### src/rtl/snow64_scalar_rmw_sequencer_pkg.sv
// Shared types for the scalar read-modify-write sequencer: CPU data-type and
// int-size encodings, FSM state encoding, and lane geometry helpers.
// Pure declarations; no logic, no latency, no backpressure.

package PkgSnow64Cpu;

  // Scalar data type carried with each request.
  typedef enum logic [1:0] {
    DataTypUnsgnInt = 2'd0,
    DataTypSgnInt   = 2'd1,
    DataTypBFloat16 = 2'd2,
    DataTypReserved = 2'd3
  } data_type_t;

  // Integer operand size; ignored for BFloat16.
  typedef enum logic [1:0] {
    IntTypSz8  = 2'd0,
    IntTypSz16 = 2'd1,
    IntTypSz32 = 2'd2,
    IntTypSz64 = 2'd3
  } int_type_size_t;

endpackage

package PkgSnow64ScalarDataShifter;
  import PkgSnow64Cpu::*;

  typedef enum logic [2:0] {
    IDLE    = 3'd0,
    RD_WAIT = 3'd1,
    MERGE   = 3'd2,
    WRITE   = 3'd3,
    ERR     = 3'd4
  } state_t;

  localparam int LINE_WIDTH   = 256;
  localparam int SCALAR_WIDTH = 64;
  localparam int OFFSET_WIDTH = 5;

  // log2 of the lane width in bytes: 0 -> 8b, 1 -> 16b, 2 -> 32b, 3 -> 64b.
  localparam logic [1:0] LANE_LOG2_B8  = 2'd0;
  localparam logic [1:0] LANE_LOG2_B16 = 2'd1;
  localparam logic [1:0] LANE_LOG2_B32 = 2'd2;
  localparam logic [1:0] LANE_LOG2_B64 = 2'd3;

  // BFloat16 is always a 16-bit lane; integers follow their size field.
  function automatic logic [1:0] lane_log2_bytes(data_type_t dt, int_type_size_t sz);
    logic [1:0] l2;
    l2 = (dt == DataTypBFloat16) ? LANE_LOG2_B16 : 2'(sz);
    return l2;
  endfunction

  // Lane number within the line: byte offset divided by lane bytes.
  function automatic logic [OFFSET_WIDTH-1:0] lane_index(logic [OFFSET_WIDTH-1:0] off,
                                                         logic [1:0] l2);
    return off >> l2;
  endfunction

  // True when the byte offset is not a multiple of the lane size.
  function automatic logic offset_misaligned(logic [OFFSET_WIDTH-1:0] off, logic [1:0] l2);
    logic [OFFSET_WIDTH-1:0] low_bits;
    low_bits = ~(5'h1f << l2);
    return |(off & low_bits);
  endfunction

  // Right-aligned all-ones mask covering one lane.
  function automatic logic [SCALAR_WIDTH-1:0] lane_mask(logic [1:0] l2);
    logic [SCALAR_WIDTH-1:0] m;
    case (l2)
      LANE_LOG2_B8:  m = 64'h0000_0000_0000_00ff;
      LANE_LOG2_B16: m = 64'h0000_0000_0000_ffff;
      LANE_LOG2_B32: m = 64'h0000_0000_ffff_ffff;
      default:       m = 64'hffff_ffff_ffff_ffff;
    endcase
    return m;
  endfunction

endpackage

### src/rtl/snow64_scalar_rmw_sequencer_lane_merge.sv
// Replaces one lane of a 256-bit line with the low bits of a scalar.
// Latency: purely combinational, zero cycles.
// Backpressure: none; output follows inputs.

module snow64_scalar_lane_merge
  import PkgSnow64Cpu::*;
  import PkgSnow64ScalarDataShifter::*;
(
  input  logic [LINE_WIDTH-1:0]   line_i,
  input  logic [SCALAR_WIDTH-1:0] scalar_i,
  input  data_type_t              data_type_i,
  input  int_type_size_t          int_size_i,
  input  logic [OFFSET_WIDTH-1:0] offset_i,
  output logic [LINE_WIDTH-1:0]   merged_o
);

  logic [1:0]              lane_l2;
  logic [OFFSET_WIDTH-1:0] lane_idx;
  logic [OFFSET_WIDTH-1:0] byte_pos;
  logic [7:0]              bit_pos;
  logic [SCALAR_WIDTH-1:0] lmask;
  logic [LINE_WIDTH-1:0]   field_mask;
  logic [LINE_WIDTH-1:0]   field_dat;

  // Offset bits below the lane size drop out when the lane index is scaled
  // back up, so a misaligned offset lands on its containing lane. Signed and
  // unsigned ints merge identically: the scalar is simply truncated.
  always_comb begin
    lane_l2    = lane_log2_bytes(data_type_i, int_size_i);
    lane_idx   = lane_index(offset_i, lane_l2);
    byte_pos   = OFFSET_WIDTH'(lane_idx << lane_l2);
    bit_pos    = {byte_pos, 3'b000};
    lmask      = lane_mask(lane_l2);
    field_mask = {192'd0, lmask} << bit_pos;
    field_dat  = {192'd0, scalar_i & lmask} << bit_pos;
    merged_o   = (line_i & ~field_mask) | field_dat;
  end

endmodule

### src/rtl/snow64_scalar_rmw_sequencer.sv
// Scalar store into a LAR line: read line, replace one lane, write line back.
// Latency: handshake N -> wr_en/done at N+3 with rd_valid at N+1; ready at N+4.
// Backpressure: req_ready only in IDLE; RD_WAIT stalls until rd_valid.
// Optional: SNOW64_SCALAR_RMW_ALIGN_CHECK_EN rejects offsets not aligned to the lane.

module snow64_scalar_rmw_sequencer
  import PkgSnow64Cpu::*;
  import PkgSnow64ScalarDataShifter::*;
#(
  parameter int LAR_INDEX_WIDTH = 4
) (
  input  logic                       clk,
  input  logic                       rst,
  input  logic                       req_valid,
  output logic                       req_ready,
  input  logic [LAR_INDEX_WIDTH-1:0] req_lar_index,
  input  logic [63:0]                req_data,
  input  logic [1:0]                 req_data_type,
  input  logic [1:0]                 req_int_type_size,
  input  logic [4:0]                 req_data_offset,
  output logic                       rd_req,
  output logic [LAR_INDEX_WIDTH-1:0] rd_index,
  input  logic                       rd_valid,
  input  logic [255:0]               rd_data,
  output logic                       wr_en,
  output logic [LAR_INDEX_WIDTH-1:0] wr_index,
  output logic [255:0]               wr_data,
  output logic                       done,
  output logic                       err
);

  state_t                     state_q;
  logic                       req_ready_q;
  logic                       rd_req_q;
  logic [LAR_INDEX_WIDTH-1:0] rd_index_q;
  logic                       wr_en_q;
  logic [LAR_INDEX_WIDTH-1:0] wr_index_q;
  logic [LINE_WIDTH-1:0]      wr_data_q;
  logic                       done_q;
  logic                       err_q;

  // Captured request and fetched line.
  logic [LAR_INDEX_WIDTH-1:0] idx_q;
  logic [SCALAR_WIDTH-1:0]    data_q;
  data_type_t                 type_q;
  int_type_size_t             size_q;
  logic [OFFSET_WIDTH-1:0]    offset_q;
  logic [LINE_WIDTH-1:0]      line_q;

  logic                       hs_d;
  logic                       reject_d;
  logic [LINE_WIDTH-1:0]      merged_d;

  // Decide at the handshake whether the request is rejected outright.
  always_comb begin
    hs_d = req_valid & req_ready_q;
`ifdef SNOW64_SCALAR_RMW_ALIGN_CHECK_EN
    reject_d = (data_type_t'(req_data_type) == DataTypReserved) ||
               offset_misaligned(req_data_offset,
                                 lane_log2_bytes(data_type_t'(req_data_type),
                                                 int_type_size_t'(req_int_type_size)));
`else
    reject_d = (data_type_t'(req_data_type) == DataTypReserved);
`endif
  end

  snow64_scalar_lane_merge u_lane_merge (
    .line_i      (line_q),
    .scalar_i    (data_q),
    .data_type_i (type_q),
    .int_size_i  (size_q),
    .offset_i    (offset_q),
    .merged_o    (merged_d)
  );

  // Sequencer FSM; every output is a register set on the transition into its state.
  always_ff @(posedge clk) begin
    if (rst) begin
      state_q     <= IDLE;
      req_ready_q <= 1'b1;
      rd_req_q    <= 1'b0;
      rd_index_q  <= '0;
      wr_en_q     <= 1'b0;
      wr_index_q  <= '0;
      wr_data_q   <= '0;
      done_q      <= 1'b0;
      err_q       <= 1'b0;
      idx_q       <= '0;
      data_q      <= '0;
      type_q      <= DataTypUnsgnInt;
      size_q      <= IntTypSz8;
      offset_q    <= '0;
      line_q      <= '0;
    end else begin
      // Strobes default low so each is a single-cycle pulse.
      wr_en_q <= 1'b0;
      done_q  <= 1'b0;
      err_q   <= 1'b0;
      case (state_q)
        IDLE: begin
          if (hs_d) begin
            req_ready_q <= 1'b0;
            idx_q       <= req_lar_index;
            data_q      <= req_data;
            type_q      <= data_type_t'(req_data_type);
            size_q      <= int_type_size_t'(req_int_type_size);
            offset_q    <= req_data_offset;
            if (reject_d) begin
              state_q <= ERR;
              done_q  <= 1'b1;
              err_q   <= 1'b1;
            end else begin
              state_q    <= RD_WAIT;
              rd_req_q   <= 1'b1;
              rd_index_q <= req_lar_index;
            end
          end
        end
        RD_WAIT: begin
          if (rd_valid) begin
            line_q   <= rd_data;
            rd_req_q <= 1'b0;
            state_q  <= MERGE;
          end
        end
        MERGE: begin
          wr_data_q  <= merged_d;
          wr_index_q <= idx_q;
          wr_en_q    <= 1'b1;
          done_q     <= 1'b1;
          state_q    <= WRITE;
        end
        WRITE: begin
          req_ready_q <= 1'b1;
          state_q     <= IDLE;
        end
        ERR: begin
          req_ready_q <= 1'b1;
          state_q     <= IDLE;
        end
        default: begin
          req_ready_q <= 1'b1;
          rd_req_q    <= 1'b0;
          state_q     <= IDLE;
        end
      endcase
    end
  end

  assign req_ready = req_ready_q;
  assign rd_req    = rd_req_q;
  assign rd_index  = rd_index_q;
  assign wr_en     = wr_en_q;
  assign wr_index  = wr_index_q;
  assign wr_data   = wr_data_q;
  assign done      = done_q;
  assign err       = err_q;

endmodule

### config.mk
export PLATFORM = sky130hd
export DESIGN_NAME = snow64_scalar_rmw_sequencer
export DESIGN_NICKNAME = d
export VERILOG_FILES = /design/src/rtl/snow64_scalar_rmw_sequencer_pkg.sv /design/src/rtl/snow64_scalar_rmw_sequencer_lane_merge.sv /design/src/rtl/snow64_scalar_rmw_sequencer.sv
export SDC_FILE = /design/constraint.sdc
export NUM_CORES = 1
export LEC_CHECK = 0
export BUFFER_PORTS_ARGS = -buffer_cell sky130_fd_sc_hd__buf_4
export CAP_MARGIN = 0
export CORE_MARGIN = 1
export CORE_UTILIZATION = 30
export CTS_CLUSTER_DIAMETER = 80
export DETAILED_ROUTE_END_ITERATION = 10
export GPL_TIMING_DRIVEN = 1
export PLACE_DENSITY = 0.61
export SLEW_MARGIN = 25
export SYNTH_ARGS = -nofsm -noshare
export SYNTH_HDL_FRONTEND = slang
export SYNTH_SLANG_ARGS = --single-unit
export TNS_END_PERCENT = 50
### constraint.sdc
create_clock -name clk -period 2.3 [get_ports clk]
set_input_delay 0.115 -clock clk [delete_from_list [all_inputs] [get_ports clk]]
set_output_delay 0.115 -clock clk [all_outputs]
set_load 0.05 [all_outputs]
== Yosys cells after proc, flatten, opt, wreduce, memory -nomap -nowiden ==
Index checks and enable logic that the tools add are counted.
Widths: inputs -> output; s select.

* Output and inout bits: 269
* Bits in registers: 605
* Latch bits: 0
* Memories: 0
* Word-level logic and storage cells: 66
* Input bits: 337
* Bits in read-only memories: 0
* Bits in writable memories: 0

* Shifts and indexed selects: 4
* Magnitude comparators: 0
* Div/mod/pow operators: 0
* Add/sub/neg operators: 0
* Bitwise operators: 9
* Mux-type cells: 16
* Reduce and logical (&&, ||, !) cells: 11
* Multipliers: 0
* Equal/unequal tests: 11

{| class="wikitable"
|+ Operators by type and width
! operator !! count
|-
| $shl 64x8->256 || 2
|-
| $and 256x256->256 || 1
|-
| $not 256->256 || 1
|-
| $or 256x256->256 || 1
|-
| $pmux 64 s3 || 1
|-
| $and 64x64->64 || 1
|-
| $mux 3 || 3
|-
| $pmux 3 s3 || 1
|-
| $reduce_and 2->1 || 4
|-
| $mux 1 || 7
|-
| $eq 2x2->1 const B || 3
|-
| $eq 3x2->1 const B || 2
|-
| $ne 2x2->1 const B || 3
|-
| $shl 5x2->5 || 1
|-
| $shr 5x2->5 || 1
|-
| $not 1->1 || 4
|-
| $pmux 1 s2 || 2
|-
| $reduce_and 4->1 || 1
|-
| $reduce_or 2->1 || 2
|-
| $eq 3x1->1 const B || 1
|-
| $eq 3x3->1 const B || 1
|-
| $logic_not 3->1 || 1
|-
| $pmux 1 s3 || 1
|-
| $reduce_and 3->1 || 1
|-
| other kinds (5) || 5
|}

== Logic depth before layout (Yosys ltp) ==
Gate-level depths: netlist (run 1).

* Depth after elaboration: 8
* Gate-level depth with buffers: 8
* Gate-level depth less buffers: 5

== Cells and area by module ==
Synthesis (run 1) repeated with hierarchy kept, for this count alone.

* Cell total of the unflattened synthesis: 3423
* Area, all modules: 26678.1 um^2

{| class="wikitable"
|+ Modules (own cells, without submodules)
! module !! cells each !! area each (um^2) !! times used !! seq. area each (um^2)
|-
| snow64_scalar_rmw_sequencer || 2651 || 21326.7 || 1 || 12111.6
|-
| snow64_scalar_lane_merge || 772 || 5351.4 || 1 || 0.0
|}

== Least setup slack after synthesis (run 1) ==
Ideal clock, no wire load.

* Kind: register to register
* From: reg req_ready_q (netlist: req_ready)
* To: reg data_q[48]
* Data arrival time: 1.890 ns
* Data required time: 2.168 ns
* Path slack: 0.278 ns
* Clock period less this slack: 2.022 ns
* Path buffers: 3
* Library setup time: 0.132 ns
* Cell stages (with the launch flop): 8
* Path through: dfxtp_1 nand2_1 or4_1 clkbuf_1 buf_2 clkbuf_1 nand2_1 a21oi_1

* Longest elaborated chain between the ends: 2

{| class="wikitable"
|+ Ends and longest elaborated chain
! what !! RTL line !! text
|-
| start: declaration || snow64_scalar_rmw_sequencer.sv:33 || <nowiki>logic req_ready_q;</nowiki>
|-
| start signal: assignment || snow64_scalar_rmw_sequencer.sv:80 || <nowiki>req_ready_q <= 1'b1;</nowiki>
|-
| start signal: assignment || snow64_scalar_rmw_sequencer.sv:102 || <nowiki>req_ready_q <= 1'b0;</nowiki>
|-
| start signal: assignment || snow64_scalar_rmw_sequencer.sv:134 || <nowiki>req_ready_q <= 1'b1;</nowiki>
|-
| $and 1x1->1 || snow64_scalar_rmw_sequencer.sv:56 || <nowiki>hs_d = req_valid & req_ready_q;</nowiki>
|-
| $reduce_and 2->1 (no source line) || - ||
|-
| end signal: assignment || snow64_scalar_rmw_sequencer.sv:104 || <nowiki>data_q <= req_data;</nowiki>
|-
| end: declaration || snow64_scalar_rmw_sequencer.sv:44 || <nowiki>logic [SCALAR_WIDTH-1:0] data_q;</nowiki>
|}

Every way passes these cells.
A chain may end at the register's enable or synchronous reset.

== Worst setup path in the final report (run 1) ==
* From: reg size_q[1]
* To: reg wr_data_q[47] (netlist: wr_data[47])

* Longest elaborated chain between the ends: 7
* Elaborated cells on any way between the ends: 13
* Those cells by class: 2 x eq/ne; 4 x shift; 2 x mux; 4 x bitwise; 1 x reduce/logical

{| class="wikitable"
|+ Ends and longest elaborated chain
! what !! RTL line !! text
|-
| start: declaration || snow64_scalar_rmw_sequencer.sv:46 || <nowiki>int_type_size_t size_q;</nowiki>
|-
| start signal: assignment || snow64_scalar_rmw_sequencer.sv:91 || <nowiki>size_q <= IntTypSz8;</nowiki>
|-
| start signal: assignment || snow64_scalar_rmw_sequencer.sv:106 || <nowiki>size_q <= int_type_size_t'(req_int_type_size);</nowiki>
|-
| $mux 2 (*) || snow64_scalar_rmw_sequencer_pkg.sv:49 || <nowiki>l2 = (dt == DataTypBFloat16) ? LANE_LOG2_B16 : 2'(sz);</nowiki>
|-
| $shr 5x2->5 (tied with other cells) || snow64_scalar_rmw_sequencer_pkg.sv:56 || <nowiki>return off >> l2;</nowiki>
|-
| $shl 5x2->5 / $pmux 64 s3 (equally long branches) || snow64_scalar_rmw_sequencer_lane_merge.sv:31, snow64_scalar_rmw_sequencer_pkg.sv:69 ||
|-
| $shl 64x8->256 || snow64_scalar_rmw_sequencer_lane_merge.sv:34 || <nowiki>field_mask = {192'd0, lmask} << bit_pos;</nowiki>
|-
| $not 256->256 || snow64_scalar_rmw_sequencer_lane_merge.sv:36 || <nowiki>merged_o = (line_i & ~field_mask) | field_dat;</nowiki>
|-
| $and 256x256->256 || snow64_scalar_rmw_sequencer_lane_merge.sv:36 ||
|-
| $or 256x256->256 (*) || snow64_scalar_rmw_sequencer_lane_merge.sv:36 ||
|-
| end signal: assignment || snow64_scalar_rmw_sequencer.sv:127 || <nowiki>wr_data_q <= merged_d;</nowiki>
|-
| end: declaration || snow64_scalar_rmw_sequencer.sv:38 || <nowiki>logic [LINE_WIDTH-1:0] wr_data_q;</nowiki>
|}

Mark *: on every way between the ends. The rest lies on a longest branch, timed or not.

==> results of run 1 <==
==> repair_timing <==
action | 4_1_cts | 5_1_grt
setup endpoints to repair | 10 | 100
setup buffers | 0 | 2
hold buffers | 338 | 0
endpoints found under the hold margin | 366 | 0
resized for setup | 3 | 14
pin swaps | 0 | 1
==> final cells by class <==
| cell class | count | area (um^2) | area share |
|---|---|---|---|
| Antenna cell | 14 | 35.0 | 0.000947 |
| Clock buffer | 105 | 2160 | 0.0584 |
| Clock inverter | 24 | 365 | 0.00988 |
| Inverter | 2 | 7.51 | 0.000203 |
| Multi-Input combinational cell | 2164 | 11300 | 0.306 |
| Sequential cell | 605 | 12100 | 0.328 |
| Tap cell | 1060 | 1330 | 0.0359 |
| Timing Repair Buffer | 1117 | 9650 | 0.261 |
==> cell families after synthesis <==
logic type             share of synthesized area
flip-flops                                 0.497
AND/OR/NAND/NOR                            0.200
multiplexers                              0.0120
AO/OA/AOI/OAI                              0.247
buffers and inverters                     0.0437
==> metrics by stage <==
step / cells / setup TNS [ns] / util / hold WS [ns] / instance area [um^2]
2_1_floorplan: 3022 / 0 / - / 0.251 / 24400
3_3_place_gp: 4608 / -0.867 / 0.385 / 0.363 / 31000
5_1_grt: 5088 / -0.0863 / 0.460 / 0.300 / 37000
6_report: 5091 / 0 / 0.460 / 0.287 / 37000
4_1_cts: 5075 / 0 / 0.459 / 0.257 / 36900
3_5_place_dp: 4608 / -0.511 / 0.385 / 0.368 / 31000
==> critical path: cells and delay by family, from the launching register on <==
family           cells  cell delay (ns)
AO/OA/AOI/OAI        3             1.01
AND/OR/NAND/NOR      2             0.70
flip-flops           1             0.37
==> flip-flops by register name (all words and copies together), names as in the netlist <==
name and cells:
req_ready 1, wr_en 1, wr_data 256, offset_q 5, wr_index 4, idx_q 4
type_q 2, rd_req 1, data_q 64, rd_index 4, err 1, done 1
line_q 256, size_q 2, state_q 3
==> synth_stat cells (2+ instances only) <==
cell type,number
nor2b_1,4
a32o_1,8
buf_1,16
nand3_1,5
inv_1,2
and3_1,8
a22o_2,8
and4_1,8
o221ai_1,2
clkbuf_1,175
nand2_1,787
a22o_1,8
a21oi_1,394
mux2i_1,28
and2_1,2
nor2_4,4
nor3_2,5
buf_6,5
nand2b_1,5
o21ai_1,25
a21oi_2,6
a221oi_1,129
buf_4,4
o211ai_2,5
dfxtp_1,605
o211ai_1,16
buf_2,51
or2_2,3
a311oi_1,30
nor2_2,7
nor3_1,76
nand4_1,8
o21ai_0,86
o221ai_2,2
a31oi_1,33
a211oi_1,152
nor2_1,279
a2111oi_2,2
o211ai_4,3
a2111oi_0,6
a32oi_1,3
==> layer usage <==
metal  global-route usage  vias to the layer above  share of wire
li1                     -                    12600              -
met1                0.348                    12900           0.42
met2                0.450                     1110           0.47
met3               0.0475                      259          0.066
met4                0.120                       10          0.046
met5                    0                        -        0.00056
==> where the power goes <==
| part | switching (mW) | internal [mW] | total (mW) |
|---|---|---|---|
| Combinational | 4.14 | 2.38 | 6.53 |
| Clock | 4.79 | 7.35 | 12.1 |
| Sequential | 0.672 | 11.3 | 11.9 |
| Total | 9.61 | 21.0 | 30.6 |
==> placed cells by master, fill, tap and decap left out, types with 6 or more instances in the layout <==
master / synthesis / final
nand2_1: 787 / 782
nor2_1: 279 / 279
a22o_2: 8 / 7
a21oi_1: 394 / 393
nand4_1: 8 / 8
o21ai_0: 86 / 85
a211oi_1: 152 / 152
o21ai_1: 25 / 26
clkbuf_8: 0 / 17
a221oi_1: 129 / 129
nor2_4: 4 / 8
nor3_2: 5 / 6
dlygate4sd3_1: 0 / 338
diode_2: 0 / 14
clkbuf_1: 175 / 13
and3_1: 8 / 8
clkbuf_16: 0 / 75
and4_1: 8 / 8
a311oi_1: 30 / 30
bufinv_16: 0 / 7
a21oi_2: 6 / 7
buf_4: 4 / 745
a32o_1: 8 / 8
mux2i_1: 28 / 28
buf_12: 0 / 33
a22o_1: 8 / 8
o211ai_1: 16 / 16
nor3_1: 76 / 75
dfxtp_1: 605 / 602
a31oi_1: 33 / 33
==> worst max path at each step <==
stage                                      start                         to  depth (start not counted)
after floorplan           req_ready$_SDFFE_PP1P_    data_q[48]$_SDFFE_PP0P_                          7
after global placement    size_q[0]$_SDFFE_PP0P_   wr_data[47]$_SDFFE_PP0P_                          5
after detailed placement  size_q[0]$_SDFFE_PP0P_   wr_data[47]$_SDFFE_PP0P_                          5
after CTS                 size_q[0]$_SDFFE_PP0P_   wr_data[41]$_SDFFE_PP0P_                          5
after global routing      type_q[0]$_SDFFE_PP0P_  wr_data[234]$_SDFFE_PP0P_                          6
final                     size_q[1]$_SDFFE_PP0P_   wr_data[47]$_SDFFE_PP0P_                          5
==> flow_metrics.py, run 1 <==
metrics = {
    "run_status": {
        "status": "finished, final reports clean",
    },
    "synth": {
        "synth-seq-cells": 605,
        "synthCells": 3022,
        "yosys_most_used_dff": "dfxtp_1",
        "synth_edf_count": 0,
        "yosysTopAreaCellShare": 0.497,
        "yosysWarningCount": 0,
        "synth_nets": 3359,
        "netlist_area_mm2": 0.0244,
        "synthArstFlopShare": 0,
        "avgSynthCellArea_um2": 8.07,
        "synthDistinctLibCells": 58,
        "seq_area_frac_synth": 0.497,
        "synthTopCellsByArea": "dfxtp_1 (50%), nand2_1 (12%), a21oi_1 (8.1%), a211oi_1 (4.7%), a221oi_1 (4.6%)",
        "synth_top_area_cell": "dfxtp_1",
    },
    "clocking": {
        "clockBufferDepth": 3,
        "cts_tree": "yes",
        "clk_pin_slew_ns": 0.06,
        "insertion_delay_ns": 0.62,
        "clkSinkCount": 605,
        "htree_levels": 3,
        "cts_buffers": 73,
        "clockRootBuffer": "clkbuf_16",
    },
    "min_path": {
        "hold_class": "in2reg",
        "min_to": "line_q[159]$_SDFFE_PP0P_",
        "min_path_cells": 4,
        "hp-start": "rd_data[159]",
    },
    "power_and_ir_drop": {
        "p_per_area_mw_per_mm2": 828,
        "total_leakage_power_nw": 14.3,
        "vdd_ir_drop_max_uv": 484,
        "power_mw": 30.6,
    },
    "timing": {
        "rsz0062_at_grt": "yes",
        "finalCriticalPeriod_ns": 2.24,
        "slew_viol_final": 0,
        "slew_headroom": 0.513,
        "fin_crit_sh": 0.974,
        "worst_pin_slew_ns": 0.730,
        "hold_viol": 0,
        "fmax_ghz": 0.446,
        "fin_ws_ns": 0.0602,
        "fin_worst_skew_ns": 0.0176,
        "finalSetupViolCount": 0,
    },
    "cells_and_area": {
        "nFillCells": 7989,
        "nNetsFinal": 4300,
        "drive_above_1_share": 0.240,
        "synthToLayoutAreaGrowth_pct": 51.6,
    },
    "setup_path": {
        "reg2reg_from": "size_q[1]$_SDFFE_PP0P_",
        "critPathArrivalTime_ns": 2.72,
        "endpoint_kind": "flip-flop",
        "cp-start-kind": "flip-flop",
        "crit_path_max_incr_delay_ns": 0.56,
        "r2r_setup_slack_ns": 0.06,
        "r2r-end": "wr_data[47]$_SDFFE_PP0P_",
        "ff2ff_path_depth": 5,
        "critPathSlowestCell": "a221oi_1",
        "cp_max_fo": 8,
        "crit_chain": "or2_1, o21ai_1, nand2_2, a221oi_1, a211oi_1",
        "required_ns": 2.78,
        "criticalPathCategory": "reg2reg",
    },
    "floorplanning": {
        "dieArea_mm2": 0.0824,
        "die_y_um": 287,
        "start_util": 0.303,
        "ios": 606,
        "die_width_um": 287,
        "coreArea_mm2": 0.0804,
        "rows": 104,
    },
    "route": {
        "ant_nets": 0,
        "vias_per_cell": 5.27,
        "drc": 0,
        "drt-pass1-iter-count": 5,
        "routed_wirelength_mm": 117,
        "drt_iter0_markers": 2126,
        "num_vias": 26800,
        "wire_per_inst_um": 23.0,
    },
    "global_route": {
        "grt_max_degree": 95,
        "antenna_found_initial": 18,
        "grt_usage": 0.273,
        "grt_first_pass_wirelength_mm": 169,
        "grt_overflow": 0,
        "grt_pass1_vias": 25800,
    },
    "place": {
        "place_ws_ns": -0.214,
        "dp.final_hpwl_mm": 84.6,
        "gp_congestion": 0.882,
        "portBuffers": 605,
    },
    "job": {
        "max-cap-violations": 0,
    },
}
Note: power is estimated with default switching activity, not from simulation.
==> run 2: changes to the inputs <==
CORE_UTILIZATION = 42   (was 30)
PLACE_DENSITY = 0.76   (was 0.61)
==> run 2 against run 1 <==
Effect of this change: final cell count decreased by 6.0%; setup slack lost 0.0050 ns; register-to-register slack is essentially flat; cell area decreased by 1.8%; largest cell class unchanged; largest power group is now sequential cells; highest routed layer unchanged.
==> flow_metrics.py, run 2 (synthesized netlist as in run 1, its figures left out) <==
metrics = {
    "place": {
        "dp.final_hpwl_mm": 75.9,
        "gp_congestion": 0.903,
        "portBuffers": 605,
        "dp_cells": 4307,
    },
    "floorplanning": {
        "die_width_um": 243,
        "die_y_um": 243,
        "ios": 606,
        "rows": 87,
        "start_util": 0.428,
        "coreArea_mm2": 0.0569,
        "dieArea_mm2": 0.0590,
    },
    "cells_and_area": {
        "nNetsFinal": 4305,
        "synthToLayoutAreaGrowth_pct": 49.0,
        "layout_common_cells": "nand2_1 (783), buf_4 (756), dfxtp_1 (603)",
        "fin_util": 0.638,
        "drive_above_1_share": 0.240,
        "fin_cells": 4788,
        "final_common_cell": "nand2_1",
        "nFillCells": 4528,
    },
    "power_and_ir_drop": {
        "power_frac_comb": 0.225,
        "p_sw_frac": 0.320,
        "p_int_mw": 19.9,
        "total_leakage_power_nw": 14.2,
        "p_seq_frac": 0.406,
        "p_switching_mw": 9.37,
        "vdd_ir_drop_max_uv": 600,
        "clkPwrFrac": 0.369,
        "p_per_area_mw_per_mm2": 807,
    },
    "route": {
        "drt-pass1-iter-count": 8,
        "wire_per_inst_um": 23.3,
        "drt_iter0_markers": 2856,
        "ant_nets": 0,
        "routed_wirelength_mm": 111,
        "drc": 0,
        "vias_per_cell": 5.77,
        "num_vias": 27600,
    },
    "global_route": {
        "grt_first_pass_wirelength_mm": 164,
        "grt_pass1_vias": 26800,
        "grt_util_met2": 0.584,
        "grt_overflow": 0,
        "antenna_found_initial": 13,
        "grt_max_degree": 125,
        "grt_usage": 0.363,
        "gr-max-usage-layer": "met2",
        "use_met3": 0.0705,
        "gr-usage-met1": 0.459,
    },
    "clocking": {
        "clk_pin_slew_ns": 0.06,
        "clockBufferDepth": 3,
        "clkSinkCount": 605,
        "cts_buffers": 66,
        "htree_levels": 3,
        "cts_tree": "yes",
        "clockRootBuffer": "clkbuf_16",
        "insertion_delay_ns": 0.61,
    },
    "setup_path": {
        "crit_path_max_incr_delay_ns": 0.37,
        "critPathBufInv": 2,
        "crit_top_cell": "buf_4",
        "crit_chain": "buf_4, or2_0, o21ai_1, nand2_1, buf_4, a221oi_1, nor3_1",
        "criticalPathCategory": "reg2reg",
        "required_ns": 2.77,
        "cp_max_fo": 8,
        "path_delay_family": "simple AND/OR/NAND/NOR gates",
        "cp-start-kind": "flip-flop",
        "critPathArrivalTime_ns": 2.71,
        "crit_cells": 7,
        "critPathSlowestCell": "a221oi_1",
        "ff2ff_path_depth": 7,
        "endpoint_kind": "flip-flop",
    },
    "timing": {
        "fin_worst_skew_ns": 0.0289,
        "whs_ns": 0.302,
        "hold_viol": 0,
        "fmax_ghz": 0.445,
        "finalSetupViolCount": 0,
        "finalCriticalPeriod_ns": 2.24,
        "slew_viol_final": 0,
        "worst_pin_slew_ns": 0.944,
        "rsz0062_at_grt": "yes",
        "fin_crit_sh": 0.976,
        "slew_headroom": 0.368,
    },
    "job": {
        "max-cap-violations": 0,
    },
    "min_path": {
        "hold_class": "in2reg",
        "min_path_cells": 4,
    },
    "run_status": {
        "status": "finished, final reports clean",
    },
}
## run 2: changes by cell type in the layout (fill, tap and decap cells not counted), moves of 3 or more
cell | previous run | this run
nor2_2 | 3 | 6
clkinv_2 | 5 | 9
bufinv_16 | 7 | 3
buf_4 | 745 | 756
dlygate4sd3_1 | 338 | 341
clkbuf_16 | 75 | 67
clkbuf_1 | 13 | 8
## run 2: layer usage
layer,vias to the layer above,wire (um)
li1,12600,-
met1,13100,44000
met2,1648,51300
met3,377,9700
met4,4,6400
met5,-,23
## run 2: area by class of cell
type / instances / area (um^2) / area share
Antenna cell: 15 / 37.5 / 0.00103
Clock buffer: 92 / 1940 / 0.0534
Clock inverter: 25 / 259 / 0.00713
Inverter: 2 / 7.51 / 0.000207
Multi-Input combinational cell: 2164 / 11300 / 0.311
Sequential cell: 605 / 12100 / 0.333
Tap cell: 756 / 946 / 0.0260
Timing Repair Buffer: 1129 / 9720 / 0.268
## run 2: worst paths after layout
check | startpoint | to | slack, ns
min | rd_data[155] | line_q[155]$_SDFFE_PP0P_ | 0.30
min reg2reg | line_q[197]$_SDFFE_PP0P_ | line_q[197]$_SDFFE_PP0P_ | 0.45
max reg2reg | size_q[0]$_SDFFE_PP0P_ | wr_data[136]$_SDFFE_PP0P_ | 0.06
max | size_q[0]$_SDFFE_PP0P_ | wr_data[136]$_SDFFE_PP0P_ | 0.06
## run 2: repair_timing
action                     4_1_cts  5_1_grt
hold endpoints to repair       353        0
setup endpoints to repair        0       33
buffers inserted                 0        8
hold buffers                   341        0
gates resized for setup          0       11
## run 2: power groups by stage
stage | clock network (mW) | logic (mW) | registers [mW]
after detailed placement | 0 | 5.93 | 12.1
after global routing | 11.3 | 6.95 | 12.0
after CTS | 10.9 | 6.43 | 11.9
final | 10.8 | 6.60 | 11.9
after global placement | 0 | 5.87 | 12.1
after floorplan | 0 | 2.30 | 13.2
## run 2: tightest hold or removal path, cell delays in order
cell           delay [ns]
dlygate4sd3_1        0.52
buf_4                0.10
nand2_1              0.04
a21oi_1              0.10
## run 2: metrics by stage
stage	setup TNS, ns	area [um^2]	total power, mW	setup slack (ns)
finish	0	36300	29.3	0.0552
global route	-0.0329	36300	30.2	-0.0277
CTS	0	36200	29.2	0.0324
detailed placement	0	30600	18.0	0.0387
global placement	0	30600	18.0	0.0288
floorplan	0	24400	15.5	0.278
